File: src/rtl/uart_pkg.sv
// Shared types, encodings and helpers for the buffered UART transmitter.
package uart_pkg;

    typedef enum logic [1:0] {
        NONE = 2'b00,
        EVEN = 2'b01,
        ODD  = 2'b10
    } parity_e;

    typedef enum logic [2:0] {
        IDLE,
        START,
        DATA,
        PARITY,
        STOP
    } tx_state_e;

    // cfg_data_bits encodings
    localparam logic [1:0] DBITS_5 = 2'b00;
    localparam logic [1:0] DBITS_6 = 2'b01;
    localparam logic [1:0] DBITS_7 = 2'b10;
    localparam logic [1:0] DBITS_8 = 2'b11;

    // Bit period in clock cycles, rounded to nearest.
    function automatic int baud_div(input int clk_hz, input int baud);
        return (clk_hz + baud / 2) / baud;
    endfunction

    // Index of the last data bit sent for a given width encoding.
    function automatic logic [2:0] last_bit_index(input logic [1:0] cfg);
        case (cfg)
            DBITS_5: return 3'd4;
            DBITS_6: return 3'd5;
            DBITS_7: return 3'd6;
            default: return 3'd7;
        endcase
    endfunction

    // The spare encoding 11 also means no parity.
    function automatic parity_e parity_decode(input logic [1:0] cfg);
        case (cfg)
            2'b01:   return EVEN;
            2'b10:   return ODD;
            default: return NONE;
        endcase
    endfunction

endpackage

File: src/rtl/uart_fifo.sv
// Synchronous show-ahead FIFO; a push into a full FIFO is dropped even if a pop
// happens in the same cycle.
module uart_fifo #(
    parameter  int DEPTH = 8,
    parameter  int WIDTH = 8,
    localparam int AW    = $clog2(DEPTH),
    localparam int CW    = $clog2(DEPTH + 1)
) (
    input  logic             clk,
    input  logic             reset,
    input  logic             push,
    input  logic             pop,
    input  logic [WIDTH-1:0] din,
    output logic [WIDTH-1:0] dout,
    output logic             full,
    output logic             empty,
    output logic [CW-1:0]    count
);

    if (DEPTH < 2 || (DEPTH & (DEPTH - 1)) != 0) begin : g_depth_check
        $error("uart_fifo: DEPTH must be a power of two and at least 2");
    end

    logic [WIDTH-1:0] mem [DEPTH];
    logic [AW-1:0]    wr_ptr;
    logic [AW-1:0]    rd_ptr;
    logic             do_push;
    logic             do_pop;

    assign full    = (count == CW'(DEPTH));
    assign empty   = (count == '0);
    assign do_push = push && !full;
    assign do_pop  = pop && !empty;
    assign dout    = mem[rd_ptr];

    // Storage array; contents are only meaningful behind the occupancy count.
    always_ff @(posedge clk) begin
        if (do_push) begin
            mem[wr_ptr] <= din;
        end
    end

    // Pointers wrap naturally because DEPTH is a power of two.
    always_ff @(posedge clk) begin
        if (reset) begin
            wr_ptr <= '0;
            rd_ptr <= '0;
            count  <= '0;
        end else begin
            if (do_push) wr_ptr <= wr_ptr + 1'b1;
            if (do_pop)  rd_ptr <= rd_ptr + 1'b1;
            case ({do_push, do_pop})
                2'b10:   count <= count + 1'b1;
                2'b01:   count <= count - 1'b1;
                default: count <= count;
            endcase
        end
    end

endmodule

File: src/rtl/uart_tx_fifo.sv
// Buffered UART transmitter: FIFO in front of a frame serialiser with run-time
// data width, parity and stop-bit selection; baud rate fixed at elaboration.
module uart_tx_fifo
    import uart_pkg::*;
#(
    parameter int CLK_HZ     = 50_000_000,
    parameter int BAUD       = 9600,
    parameter int FIFO_DEPTH = 8
) (
    input  logic                             clk,
    input  logic                             reset,
    input  logic                             tx_valid,
    input  logic [7:0]                       tx_data,
    output logic                             tx_ready,
    input  logic [1:0]                       cfg_data_bits,
    input  logic [1:0]                       cfg_parity,
    input  logic                             cfg_stop2,
    output logic                             txd,
    output logic                             busy,
    output logic [$clog2(FIFO_DEPTH+1)-1:0]  fifo_count
);

    localparam int DIV   = baud_div(CLK_HZ, BAUD);
    localparam int CNT_W = (DIV > 2) ? $clog2(DIV) : 1;

    if (DIV < 2) begin : g_div_check
        $error("uart_tx_fifo: bit period must be at least 2 clock cycles");
    end

    tx_state_e        state, state_next;
    logic [CNT_W-1:0] baud_cnt, baud_cnt_next;
    logic [2:0]       bit_cnt, bit_cnt_next;
    logic [7:0]       shift, shift_next;
    logic             par_acc, par_acc_next;
    logic [2:0]       last_bit, last_bit_next;
    parity_e          par_mode, par_mode_next;
    logic             stop2, stop2_next;
    logic             txd_next;
    logic             load;
    logic             bit_end;
    logic             fifo_full;
    logic             fifo_empty;
    logic [7:0]       fifo_dout;

    uart_fifo #(
        .DEPTH (FIFO_DEPTH),
        .WIDTH (8)
    ) u_fifo (
        .clk   (clk),
        .reset (reset),
        .push  (tx_valid),
        .pop   (load),
        .din   (tx_data),
        .dout  (fifo_dout),
        .full  (fifo_full),
        .empty (fifo_empty),
        .count (fifo_count)
    );

    assign tx_ready = !fifo_full;
    assign busy     = (state != IDLE) || !fifo_empty;
    assign bit_end  = (baud_cnt == CNT_W'(DIV - 1));

    // Next-state logic; a frame load pops the FIFO head and snapshots the config.
    always_comb begin
        state_next    = state;
        baud_cnt_next = bit_end ? '0 : baud_cnt + 1'b1;
        bit_cnt_next  = bit_cnt;
        shift_next    = shift;
        par_acc_next  = par_acc;
        last_bit_next = last_bit;
        par_mode_next = par_mode;
        stop2_next    = stop2;
        load          = 1'b0;

        case (state)
            IDLE: begin
                baud_cnt_next = '0;
                if (!fifo_empty) load = 1'b1;
            end
            START: begin
                if (bit_end) state_next = DATA;
            end
            DATA: begin
                if (bit_end) begin
                    par_acc_next = par_acc ^ shift[0];
                    shift_next   = shift >> 1;
                    if (bit_cnt == last_bit) begin
                        bit_cnt_next = '0;
                        state_next   = (par_mode == NONE) ? STOP : PARITY;
                    end else begin
                        bit_cnt_next = bit_cnt + 1'b1;
                    end
                end
            end
            PARITY: begin
                if (bit_end) state_next = STOP;
            end
            STOP: begin
                if (bit_end) begin
                    if (stop2 && bit_cnt == 3'd0) bit_cnt_next = 3'd1;
                    else if (!fifo_empty)         load = 1'b1;
                    else                          state_next = IDLE;
                end
            end
            default: state_next = IDLE;
        endcase

        if (load) begin
            state_next    = START;
            baud_cnt_next = '0;
            bit_cnt_next  = '0;
            shift_next    = fifo_dout;
            last_bit_next = last_bit_index(cfg_data_bits);
            par_mode_next = parity_decode(cfg_parity);
            par_acc_next  = (parity_decode(cfg_parity) == ODD);
            stop2_next    = cfg_stop2;
        end
    end

    // Line level for the coming cycle, so txd can be driven from a flop.
    always_comb begin
        txd_next = 1'b1;
        case (state_next)
            IDLE:    txd_next = 1'b1;
            START:   txd_next = 1'b0;
            DATA:    txd_next = shift_next[0];
            PARITY:  txd_next = par_acc_next;
            STOP:    txd_next = 1'b1;
            default: txd_next = 1'b1;
        endcase
    end

    // Control registers; reset abandons any frame and idles the line.
    always_ff @(posedge clk) begin
        if (reset) begin
            state    <= IDLE;
            baud_cnt <= '0;
            bit_cnt  <= '0;
            txd      <= 1'b1;
        end else begin
            state    <= state_next;
            baud_cnt <= baud_cnt_next;
            bit_cnt  <= bit_cnt_next;
            txd      <= txd_next;
        end
    end

    // Frame data registers; always reloaded at frame start, so left unreset.
    always_ff @(posedge clk) begin
        shift    <= shift_next;
        par_acc  <= par_acc_next;
        last_bit <= last_bit_next;
        par_mode <= par_mode_next;
        stop2    <= stop2_next;
    end

endmodule

File: config.mk
export PLATFORM = sky130hd
export DESIGN_NAME = uart_tx_fifo
export DESIGN_NICKNAME = d
export VERILOG_FILES = /design/src/rtl/uart_pkg.sv /design/src/rtl/uart_fifo.sv /design/src/rtl/uart_tx_fifo.sv
export SDC_FILE = /design/constraint.sdc
export NUM_CORES = 1
export LEC_CHECK = 0
export ABC_AREA = 1
export ABC_CLOCK_PERIOD_IN_PS = 3300
export BUFFER_PORTS_ARGS = -buffer_cell sky130_fd_sc_hd__buf_2
export CAP_MARGIN = 25
export CORE_ASPECT_RATIO = 0.7
export CORE_UTILIZATION = 50
export CTS_CLUSTER_SIZE = 24
export DETAILED_ROUTE_END_ITERATION = 8
export PLACE_DENSITY = 0.64
export SLEW_MARGIN = 5
export SYNTH_ARGS = -nofsm -noshare
export SYNTH_HDL_FRONTEND = slang
export SYNTH_SLANG_ARGS = --single-unit
File: constraint.sdc
create_clock -name clk -period 3.3 [get_ports clk]
set_input_delay 0.33 -clock clk [delete_from_list [all_inputs] [get_ports clk]]
set_output_delay 0.33 -clock clk [all_outputs]
set_load 0.01 [all_outputs]
==> results of run 1 <==
cell type report:
cell class / count / area (um^2)
Clock buffer: 9 / 225
Clock inverter: 7 / 111
Fill cell: 816 / 3800
Inverter: 56 / 211
Multi-Input combinational cell: 331 / 1640
Sequential cell: 111 / 2980
Tap cell: 124 / 155
Timing Repair Buffer: 30 / 170
sequential cells by signal, indices dropped and copies added, names as in the netlist, named ones only:
register       flops
u_fifo.wr_ptr      3
last_bit           2
baud_cnt          13
u_fifo.rd_ptr      3
bit_cnt            3
u_fifo.count       4
par_acc            1
shift              8
par_mode           2
stop2              1
u_fifo.mem        64
txd                1
state              3
power by group:
group / internal (uW) / total, uW / switching, uW
Combinational: 435 / 1310 / 876
Sequential: 1730 / 1830 / 108
Clock: 737 / 1220 / 485
Total: 2900 / 4370 / 1470
metal layers:
| layer | up-vias | global-route usage [%] |
|---|---|---|
| li1 | 1778 | - |
| met1 | 1654 | 32.6 |
| met2 | 91 | 30.1 |
| met3 | 9 | 6.18 |
| met4 | 0 | 5.84 |
| met5 | - | 0 |
metrics by stage:
| step | area (um^2) | hold WS (ps) | cells | total power (uW) | worst slack, ps |
|---|---|---|---|---|---|
| after floorplan | 4910 | 399 | 513 | 2820 | 1010 |
| after global placement | 5160 | 443 | 652 | 3140 | 840 |
| after detailed placement | 5160 | 453 | 652 | 3170 | 670 |
| after CTS | 5490 | 141 | 668 | 4380 | 668 |
| after global routing | 5490 | 137 | 668 | 4630 | 446 |
| final | 5490 | 154 | 668 | 4370 | 640 |
cells in the final DEF, fill, tap and decap left out, types with 8 or more instances in the layout:
cell type / instances
edfxtp_1: 76
o21ai_0: 34
buf_2: 22
buf_4: 8
a21oi_1: 24
nand2_1: 112
ha_1: 8
clkbuf_16: 9
nand3_1: 20
o22ai_1: 12
nor2_1: 69
dfxtp_1: 35
inv_1: 50
cell families after synthesis:
family | Yosys count | share of synthesized area, %
AOI/OAI and AO/OA | 88 | 10.3
xor gates and xnor gates | 5 | 0.891
adders and majority gates | 8 | 2.04
buffers and inverters | 71 | 5.96
DFF | 111 | 60.7
and+or+nand+nor | 230 | 20.1
worst max-delay path, stage by stage (launching register included):
cell	delay, ps
dfxtp_1	410
inv_1	100
ha_1	200
nand3_1	110
o21ai_1	60
nor2_1	160
nand2_2	200
inv_1	170
ha_1	230
xor2_1	250
nand3_1	140
a21oi_1	170
o21ai_0	140
o21ai_0	160
a21oi_1	50
worst paths after layout:
check	start	end	slack, ps	cells past startpoint
worst max-delay path	bit_cnt[1]	u_fifo.count[3]	640	14
worst min-delay path	cfg_data_bits[0]	last_bit[0]	150	1
worst max register to register	bit_cnt[1]	u_fifo.count[3]	640	14
worst min register to register	baud_cnt[0]	baud_cnt[0]	470	1
==> impl_metrics.yaml, run 1 <==
detailed_routing:
  vias: 3532
  highest_layer: "met4"
  route.detailed.drc: 0
  drtIter0Drc: 282
  met1Wirelength_um: 5360
  dr_wl_met3_um: 513
  drtAntennaViolNets: 0
  drt-vias-per-instance: 5.29
  first_pass_iters: 5
  routedWlPerCell_um: 15.3
  finalWirelength_um: 10200
  wl_met2_um: 4290
floorplan:
  num_rows: 29
  initial_utilization_pct: 52.9
  io_pins: 23
  die_h_um: 84.9
  core_area_um2: 9290
  design.die.area_um2: 10200
  die_x_um: 120
cells_and_area:
  fin_util_pct: 59.1
  area_growth_pct: 11.8
  drive_gt1_share_pct: 12.5
  diodes: 0
  fin_nets: 563
synthesis:
  netlist_area_um2: 4910
  synth.avg_cell_area_um2: 9.58
  yosys_warnings: 0
  synth.distinct_cells: 39
  syn-num-nets: 537
  yosysTopAreaCellShare_pct: 46.5
  synth-edff-count: 76
  yosysMostFrequentCell: "nand2_1"
  yosys-top-cells-count: "nand2_1, edfxtp_1, nor2_1, inv_1, dfxtp_1"
  ys.flop_type: "edfxtp_1"
  netlist_instances: 513
  async_flop_share_pct: 0
  synth_top_area_cell: "edfxtp_1"
  ys_ff_latch: 111
  yosys-top-cells-area: "edfxtp_1, dfxtp_1, nand2_1"
  yosysSeqAreaShare_pct: 60.7
timing:
  fmax_mhz: 376
  fin_crit_ps: 2660
  setup_viol: 0
  tns_ps: 0
  finalMaxSlewViolations: 0
  slew_headroom_pct: 35.4
  finalHoldViolCount: 0
  skew_ps: 8.56
  rsz0062_at_grt: "false"
  fin_crit_sh_pct: 80.6
  worst_pin_slew_ps: 966
clock_tree:
  htree_levels: 3
  clk_path_buf_depth: 2
  clock-sinks: 111
  post_cts_resized: 0
  clkSlewWorstSetupHoldPaths_ps: 70
  cts_setup_buffers: 0
  cts-root-buf: "clkbuf_16"
  hold_buffers: 0
  cts_made_buffers: 9
  clk_latency_ps: 350
  cts_tree: "done"
worst_setup_path:
  startpoint_type: "flip-flop"
  required_ps: 3540
  worstPathArrival_ps: 2900
  setup.worst_path.class: "flip-flop to flip-flop"
  path_max_fanout: 13
  endpoint_kind: "flip-flop"
grt:
  grt_pass1_vias: 3260
  grt_pass1_wl_um: 16400
  grt.overflow.total: 0
  grt_max_degree: 33
  antenna_found_initial: 0
  track_usage_pct: 21.6
placement:
  io_buffers: 22
  dp_hpwl_um: 6850
  routabilityCongestion: 0.854
power:
  peakVddDrop_mv: 0.442
  leakage_uw: 0.00217
  power.density_nw_per_um2: 795
outcome:
  status: "completed"
run:
  max_cap_viol_count: 0
min_path:
  hold_class: "input pin to flip-flop"
Power figures use the tool's default switching activity.
==> inputs of run 2 (changes only) <==
--- a/config.mk
+++ b/config.mk
@@ -6,7 +6,7 @@
 export NUM_CORES = 1
 export LEC_CHECK = 0
 export ABC_AREA = 1
-export ABC_CLOCK_PERIOD_IN_PS = 3300
+export ABC_CLOCK_PERIOD_IN_PS = 2600
 export BUFFER_PORTS_ARGS = -buffer_cell sky130_fd_sc_hd__buf_2
 export CAP_MARGIN = 25
 export CORE_ASPECT_RATIO = 0.7
==> constraint.sdc (replaced) <==
create_clock -name clk -period 2.6 [get_ports clk]
set_input_delay 0.26 -clock clk [delete_from_list [all_inputs] [get_ports clk]]
set_output_delay 0.26 -clock clk [all_outputs]
set_load 0.01 [all_outputs]
==> run 2 against run 1 <==
  * Combinational power grew 29%
  * Die area unchanged
  * Worst setup slack worse by 410 ps
  * Cell count rose by 0.75%
  * Final area is the same
  * Largest power group unchanged
==> impl_metrics.yaml, run 2 (same netlist as run 1, synthesis figures left out) <==
cells_and_area:
  stdcell_area_um2: 5490
  diodes: 0
  area_growth_pct: 11.8
  drive_gt1_share_pct: 13.5
  final_cell_mix: "nand2_1, edfxtp_1, nor2_1"
  top_regs: "u_fifo.mem: 64 flops, baud_cnt: 13 flops, shift: 8 flops"
  mostFrequentLayoutCell: "nand2_1"
  largest_reg_flops: 64
  regMostFlops: "u_fifo.mem"
  fin_nets: 568
placement:
  routabilityCongestion: 0.880
  io_buffers: 22
  placed_area_um2: 5190
  dp_hpwl_um: 6730
detailed_routing:
  routedWlPerCell_um: 14.6
  finalWirelength_um: 9830
  first_pass_iters: 4
  drtIter0Drc: 283
  route.detailed.drc: 0
  vias: 3482
  drtAntennaViolNets: 0
  drt-vias-per-instance: 5.17
worst_setup_path:
  setup.worst_path.class: "flip-flop to flip-flop"
  endpoint_kind: "flip-flop"
  critPathLaunch: "bit_cnt[1]"
  r2r-start: "bit_cnt[1]"
  path_max_fanout: 5
  crit_slowest_cell: "dfxtp_1"
  crit_chain: "inv_1 -> ha_1 -> nand3_1 -> o21ai_1 -> nor2_1 -> nand2_2 -> inv_1 -> ha_2 -> xor2_1 -> nand3_1 -> a21oi_1 -> o21ai_0 -> o21ai_0 -> a21oi_1"
  critPathMaxStageDelay_ps: 400
  startpoint_type: "flip-flop"
  worstPathArrival_ps: 2600
  required_ps: 2830
clock_tree:
  hold_buffers: 0
  clk_path_buf_depth: 2
  clkSlewWorstSetupHoldPaths_ps: 70
  cts_made_buffers: 9
  clock-sinks: 111
  clk_latency_ps: 340
  cts-root-buf: "clkbuf_16"
  cts_tree: "done"
  htree_levels: 3
power:
  power.density_nw_per_um2: 972
  leakage_uw: 0.00217
  peakVddDrop_mv: 0.501
  power.total_uw: 5340
grt:
  track_usage_pct: 20.8
  antenna_found_initial: 0
  grt_max_degree: 33
  grt_pass1_vias: 3253
  grt.overflow.total: 0
  grt_pass1_wl_um: 16200
floorplan:
  die_x_um: 120
  design.die.area_um2: 10200
  num_rows: 29
  core_area_um2: 9290
  initial_utilization_pct: 52.9
  die_h_um: 84.9
  io_pins: 23
timing:
  worst_pin_slew_ps: 601
  skew_ps: 5.92
  fin_crit_ps: 2370
  fmax_mhz: 422
  setup_viol: 0
  fin_crit_sh_pct: 91.1
  finalHoldViolCount: 0
  rsz0062_at_grt: "false"
  tns_ps: 0
  slew_headroom_pct: 59.9
  finalMaxSlewViolations: 0
run:
  max_cap_viol_count: 0
outcome:
  status: "completed"
min_path:
  min_from: "cfg_data_bits[1]"
  hold_class: "input pin to flip-flop"
-- run 2: cell count changes in the layout (fill, tap and decap cells not counted) --
cell        delta
buf_4          +5
bufinv_16      -2
clkinv_1       +1
clkinv_2       -1
clkinv_4       +1
clkinvlp_2     +1
ha_1           -1
ha_2           +1
xor2_1         -1
xor2_2         +1
-- run 2: final cells by class --
cell class | instances | area (um^2)
clock buffers | 9 | 225
clock inverters | 7 | 63.8
repair buffers | 35 | 208
flip-flops and latches | 111 | 2980
inverters | 56 | 211
fillers | 819 | 3800
multi-input cells | 331 | 1650
well taps | 124 | 155
-- run 2: critical path: cells and delay by family, from the launching register on --
family          cells  cell delay, ps
compound gates      5             520
fa+ha+maj           2             430
buf+inv             2             190
xor+xnor            1             220
flops               1             400
simple gates        4             490
-- run 2: path summary, 6_finish.rpt --
kind	depth (start not counted)	slack (ps)	endpoint
worst max-delay path	14	230	u_fifo.count[3]
worst min-delay path	1	90	last_bit[1]
worst max register to register	14	230	u_fifo.count[3]
worst min register to register	1	470	baud_cnt[0]
-- run 2: per-stage QoR --
stage	hold slack [ps]	instances	utilization, %	setup slack [ps]
5_1_grt	86.0	673	59.1	10.5
3_5_place_dp	439	657	55.9	210
4_1_cts	85.1	673	59.0	185
2_1_floorplan	329	513	-	313
3_3_place_gp	438	657	55.9	368
6_report	95.0	673	59.1	232
-- run 2: what timing repair did --
item / in CTS / in global routing
setup endpoints to repair: 0 / 1
setup buffers: 0 / 0
gates resized for setup: 0 / 2
-- run 2: layer usage --
metal,up-vias,global-route usage (%),share of wire [%]
met5,-,0,0
met2,81,31.1,42
met3,7,5.04,6.6
met1,1603,30.2,50
met4,0,6.06,1.0
li1,1791,-,-
-- run 2: power breakdown --
part | total [uW] | leakage, uW | internal, uW | switching [uW]
clock network | 1310 | 0.000136 | 737 | 576
logic | 1690 | 0.00105 | 573 | 1120
registers | 2330 | 0.000984 | 2190 | 142
total | 5340 | 0.00217 | 3500 | 1840
